`config.mk`:
```
export PLATFORM = sky130hd
export DESIGN_NAME = dvi_tx_link_sequencer
export DESIGN_NICKNAME = d
export VERILOG_FILES = /design/src/rtl/dvi_tx_pkg.sv /design/src/rtl/dvi_tx_sync2.sv /design/src/rtl/dvi_tx_link_sequencer.sv
export SDC_FILE = /design/constraint.sdc
export NUM_CORES = 1
export LEC_CHECK = 0
export ABC_AREA = 1
export BUFFER_PORTS_ARGS = -buffer_cell sky130_fd_sc_hd__buf_2
export CORE_ASPECT_RATIO = 0.6
export CORE_UTILIZATION = 48
export DETAILED_ROUTE_END_ITERATION = 6
export GPL_TIMING_DRIVEN = 0
export PLACE_DENSITY = 0.86
export SYNTH_ARGS = -nofsm -noshare
export SYNTH_HDL_FRONTEND = slang
export SYNTH_SLANG_ARGS = --single-unit
```
`constraint.sdc`:
```
create_clock -name pixel_clock -period 2.3 [get_ports pixel_clock]
set_clock_uncertainty 0.15 [all_clocks]
set_input_delay 0.23 -clock pixel_clock [delete_from_list [all_inputs] [get_ports pixel_clock]]
set_output_delay 0.23 -clock pixel_clock [all_outputs]
set_load 0.05 [all_outputs]
```
`src/rtl/dvi_tx_pkg.sv`:
```
// Shared definitions for the DVI transmit link sequencer: state encoding and TMDS control tokens.
package dvi_tx_pkg;

  typedef enum logic [1:0] {
    LS_WAIT_LOCK  = 2'd0,
    LS_RESET_HOLD = 2'd1,
    LS_SETTLE     = 2'd2,
    LS_ACTIVE     = 2'd3
  } link_state_t;

  localparam logic [9:0] CTRL_TOKEN_00 = 10'b1101010100;
  localparam logic [9:0] CTRL_TOKEN_01 = 10'b0010101011;
  localparam logic [9:0] CTRL_TOKEN_10 = 10'b0101010100;
  localparam logic [9:0] CTRL_TOKEN_11 = 10'b1010101011;

  function automatic int max3(input int a, input int b, input int c);
    int m;
    m = (a > b) ? a : b;
    return (m > c) ? m : c;
  endfunction

endpackage

```
`src/rtl/dvi_tx_sync2.sv`:
```
// Two-flop synchronizer for a single asynchronous level; clears to 0 on reset.
module dvi_tx_sync2 (
  input  logic clk,
  input  logic rst_n,
  input  logic d,
  output logic q
);

  logic meta_p0;

  always_ff @(posedge clk or negedge rst_n) begin
    if (!rst_n) begin
      meta_p0 <= 1'b0;
      q       <= 1'b0;
    end else begin
      meta_p0 <= d;
      q       <= meta_p0;
    end
  end

endmodule

```
`src/rtl/dvi_tx_link_sequencer.sv`:
```
// Start-up / recovery sequencer for a 3-lane DVI TMDS PHY: qualifies lock and HPD, holds the
// serializers in reset, sends control tokens while the link settles, then passes encoder data.
module dvi_tx_link_sequencer
  import dvi_tx_pkg::*;
#(
  parameter int LOCK_STABLE_CYCLES = 16,
  parameter int RESET_CYCLES       = 8,
  parameter int SETTLE_CYCLES      = 32,
  parameter int USE_HPD            = 1
) (
  input  logic       pixel_clock,
  input  logic       reset_n,
  input  logic       pll_lock,
  input  logic       hpd,
  input  logic       tx_enable,
  input  logic [9:0] enc_data0,
  input  logic [9:0] enc_data1,
  input  logic [9:0] enc_data2,
  output logic       phy_reset,
  output logic [9:0] phy_data0,
  output logic [9:0] phy_data1,
  output logic [9:0] phy_data2,
  output logic       video_ready,
  output logic [1:0] link_state,
  output logic [7:0] relock_count
);

  localparam int CNT_MAX = max3(LOCK_STABLE_CYCLES, RESET_CYCLES, SETTLE_CYCLES);
  localparam int CNT_W   = $clog2(CNT_MAX + 1);
  localparam logic [CNT_W-1:0] LOCK_LAST   = CNT_W'(LOCK_STABLE_CYCLES - 1);
  localparam logic [CNT_W-1:0] RESET_LAST  = CNT_W'(RESET_CYCLES - 1);
  localparam logic [CNT_W-1:0] SETTLE_LAST = CNT_W'(SETTLE_CYCLES - 1);
  localparam logic HPD_GATE = (USE_HPD != 0);

  logic lock_s, hpd_s, qual, link_loss;
  link_state_t state, state_nxt;
  logic [CNT_W-1:0] cnt, cnt_nxt;

  dvi_tx_sync2 u_sync_lock (.clk(pixel_clock), .rst_n(reset_n), .d(pll_lock), .q(lock_s));
  dvi_tx_sync2 u_sync_hpd  (.clk(pixel_clock), .rst_n(reset_n), .d(hpd),      .q(hpd_s));

  assign qual = lock_s & (hpd_s | ~HPD_GATE) & tx_enable;
  // Only physical link loss counts as a relock; a software disable does not.
  assign link_loss = (state == LS_ACTIVE) & ~qual & (~lock_s | (HPD_GATE & ~hpd_s));
  assign link_state = state;

  always_comb begin
    state_nxt = state;
    cnt_nxt   = cnt + CNT_W'(1);
    case (state)
      LS_WAIT_LOCK: begin
        if (!qual) begin
          cnt_nxt = '0;
        end else if (cnt == LOCK_LAST) begin
          state_nxt = LS_RESET_HOLD;
          cnt_nxt   = '0;
        end
      end
      LS_RESET_HOLD: begin
        if (!qual) begin
          state_nxt = LS_WAIT_LOCK;
          cnt_nxt   = '0;
        end else if (cnt == RESET_LAST) begin
          state_nxt = LS_SETTLE;
          cnt_nxt   = '0;
        end
      end
      LS_SETTLE: begin
        if (!qual) begin
          state_nxt = LS_WAIT_LOCK;
          cnt_nxt   = '0;
        end else if (cnt == SETTLE_LAST) begin
          state_nxt = LS_ACTIVE;
          cnt_nxt   = '0;
        end
      end
      default: begin
        cnt_nxt = '0;
        if (!qual) state_nxt = LS_WAIT_LOCK;
      end
    endcase
  end

  // Outputs are registered from the next state so they move on the same edge as the state.
  always_ff @(posedge pixel_clock or negedge reset_n) begin
    if (!reset_n) begin
      state        <= LS_WAIT_LOCK;
      cnt          <= '0;
      phy_reset    <= 1'b1;
      video_ready  <= 1'b0;
      phy_data0    <= CTRL_TOKEN_00;
      phy_data1    <= CTRL_TOKEN_00;
      phy_data2    <= CTRL_TOKEN_00;
      relock_count <= 8'h00;
    end else begin
      state       <= state_nxt;
      cnt         <= cnt_nxt;
      phy_reset   <= (state_nxt == LS_WAIT_LOCK) || (state_nxt == LS_RESET_HOLD);
      video_ready <= (state_nxt == LS_ACTIVE);
      if (state_nxt == LS_ACTIVE) begin
        phy_data0 <= enc_data0;
        phy_data1 <= enc_data1;
        phy_data2 <= enc_data2;
      end else begin
        phy_data0 <= CTRL_TOKEN_00;
        phy_data1 <= CTRL_TOKEN_00;
        phy_data2 <= CTRL_TOKEN_00;
      end
      if (link_loss && (relock_count != 8'hFF)) relock_count <= relock_count + 8'd1;
    end
  end

endmodule

```
==> metrics.md <==
| Metric | Value |
|---|---|
| Status | `finished with violations` |
| Violated checks | `hold timing` |
| Ys async rst share | `100.0%` |
| Syn nets | `237` |
| Critical Path Fanout Max | `10` |
| Reg2Reg Launch Point | `cnt[0]` |
| Commonest cells in the netlist | `dfrtp_1, nand2_1, inv_1` |
| Core Rows | `18` |
| Fmax | `526.0 MHz` |
| Cts bufs inserted | `5` |
| Post-DP HPWL | `3027 µm` |
| Vias in the first global route | `1616` |
| Clock-pin slew on the worst setup and hold paths | `0.10 ns` |
| Synth cell types | `26` |
| Initial core utilization | `50.57%` |
| Main synth FF type | `dfrtp_1` |
| Share of layout cells above drive strength 1 | `35.44%` |
| Cells after Synth | `200` |
| Area growth from synthesis to layout | `41.37%` |
| Crit share post-route | `82.66%` |
| H-tree Lvls | `2` |
| PortBufs | `76` |
| Setup crit start kind | `register` |
| CTS root buffer | `clkbuf_8` |
| Post-CTS setup buffer count | `0` |
| GP Congestion | `0.8795` |
| Post-route non-filler standard cell count | `376` |
| First-pass GRT wire length | `7596 µm` |
| Die Height | `53.19 µm` |
| VDD IR max | `0.0004058 V` |
| Final Hold Violating Endpoints | `36` |
| IO Count | `77` |
| Die X | `87.31 µm` |
| Clk buf depth | `2` |
| Drt drc | `0` |
| CTS tree | `yes` |
| PD cells | `522.7 nW/µm²` |
| Flops & latches, synth | `52` |
| Setup Crit Path Kind | `reg2reg` |
| Leakage | `1.565 nW` |
| Multi-input logic area | `613.1 µm²` |
| Total wire length | `4923 µm` |
| Min Tclk post-route | `1.901 ns` |
| Max-slew headroom | `28.12%` |
| CORE AREA | `4144 µm²` |
| Grt ovf | `0` |
| Synth area leader | `dfrtp_1` |
| Wire per inst | `13.09 µm` |
| EDFF count, synth | `0` |
| Critical Path RT | `2.34 ns` |
| Seq/Total Area, Yosys | `63.04%` |
| Initial antenna violation count | `0` |
| R2R cell count | `11` |
| Final #Nets | `352` |
| Final Max Slew Viols | `0` |
| HP Class | `in2async` |
| Max_cap viols | `0` |
| Synth Cell Area | `2096 µm²` |
| Total of fill cells in the finished design | `313` |
| Vias | `1689` |
| Largest cells by area after synthesis | `dfrtp_1, dfstp_2, nand2_1, inv_1, nand3b_1` |
| Post-DR vias/cell | `4.492` |
| Antenna violation net count after detailed routing | `0` |
| Worst hold slack | `-0.04040 ns` |
| Drt first-iter violations | `54` |
| Worst-skew pair later-pin latency | `0.30 ns` |
| Clock Sinks | `52` |
| Share of Yosys cell area claimed by the top area cell type | `42.99%` |
| YS warnings | `0` |
| Worst Path Arrival | `1.94 ns` |
| Most numerous cell in the Yosys netlist | `dfrtp_1` |
| All-Layer GR Usage | `22.60%` |
| Tightest Pin Transition | `1.078 ns` |
| Largest net degree at the start of global routing | `53` |
| RSZ-0062 raised after global routing | `no` |
| DR pass1 iterations | `4` |
| Start point of the critical path | `cnt[0]` |
| Die Area | `4643 µm²` |
| DP Cell Count | `336` |
| Sum of negative setup slack | `0 ns` |
| Final setup vio count | `0` |
| Synth Area per Inst | `10.48 µm²` |
| Area occupied by registers | `1321 µm²` |
| ANT cells | `0` |
| Crit path capture type | `register` |
where the power goes:
group	leakage (nW)	switching (mW)	internal, mW
sequential	0.662	0.00243	0.920
clock	0.0485	0.307	0.219
combinational	0.855	0.0385	0.0626
total	1.57	0.348	1.20
critical path, cell delays in order (launching register included):
cell	delay (ns)
dfrtp_1	0.39
ha_1	0.20
nand2_1	0.06
inv_1	0.08
nand3_1	0.16
nand2_1	0.15
nand2_1	0.07
inv_2	0.07
nand3_4	0.13
nand2_4	0.15
buf_8	0.14
nor2_1	0.05
kinds of logic (layout without fill, tap and decap cells):
group	count (synthesis)	after routing	share of synthesized area (%)
buffers and inverters	36	152	7.701
adder cells (fa/ha/maj)	2	2	1.194
AND/OR/NAND/NOR	92	92	21.73
flip-flops	52	52	63.04
AO/OA/AOI/OAI	11	11	3.404
XOR/XNOR	7	7	2.925
final timing paths:
kind | endpoint | slack (ns)
worst max register to register | phy_data1[3] | 0.40
max in group asynchronous | phy_data1[5] | 1.37
worst min-delay path | cnt[4] | -0.04
worst max-delay path | phy_data1[3] | 0.40
worst min register to register | u_sync_hpd.q | 0.20
min in group pixel_clock | cnt[2] | 0.12
stage by stage:
stage                     worst slack (ns)  hold WS (ns)  cell area (µm²)  util [%]  power (mW)
after global placement              0.4679        0.1878             2551     61.56      0.9960
after detailed placement            0.4267        0.1855             2551     61.56      0.9972
after floorplan                     0.3444       -0.2156             2096         -      0.9511
final                               0.3989      -0.04040             2963     71.50       1.549
after CTS                           0.4192       0.01070             2963     71.50       1.554
after global routing                0.2606       0.06093             2963     71.50       1.613
metal layers:
metal | wire, µm | GRT usage, % | part of all wire [%] | vias up
li1 | - | - | - | 848
met1 | 2258 | 30.08 | 46 | 772
met2 | 2186 | 33.85 | 44 | 63
met3 | 444 | 9.828 | 9.0 | 6
met4 | 34 | 6.011 | 0.69 | 0
met5 | 0 | 0 | 0 | -
placed cells by master, fill, tap and decap left out, types with 3 or more instances in the layout:
cell and instances:
dfrtp_1 36, dlygate4sd3_1 32, nor3_1 3, nand3b_1 15, xnor2_1 3, o21ai_0 6, inv_1 30, clkbuf_8 5
dfstp_2 16, nand3_1 12, buf_2 76, nor2_1 21, xor2_1 4, nand2_1 35
layout make-up:
type | count | share of cell area, %
timing repair buffer | 108 | 23.65
sequential | 52 | 44.59
inverter | 32 | 4.054
buffer | 4 | 1.394
tap | 60 | 2.534
multi-input combinational | 112 | 20.69
clock buffer | 5 | 2.323
clock inverter | 3 | 0.7601
flip-flops by register name, indices dropped and copies added, names as in the netlist, 2 cells and up:
| name | count |
|---|---|
| phy_data0 | 10 |
| cnt | 6 |
| link_state | 2 |
| phy_data2 | 10 |
| relock_count | 8 |
| phy_data1 | 10 |
what timing repair did:
item,CTS,global route
hold buffers,32,0
gates resized for setup,0,0
hold endpoints to repair,32,0
Power figures use the tool's default switching activity.
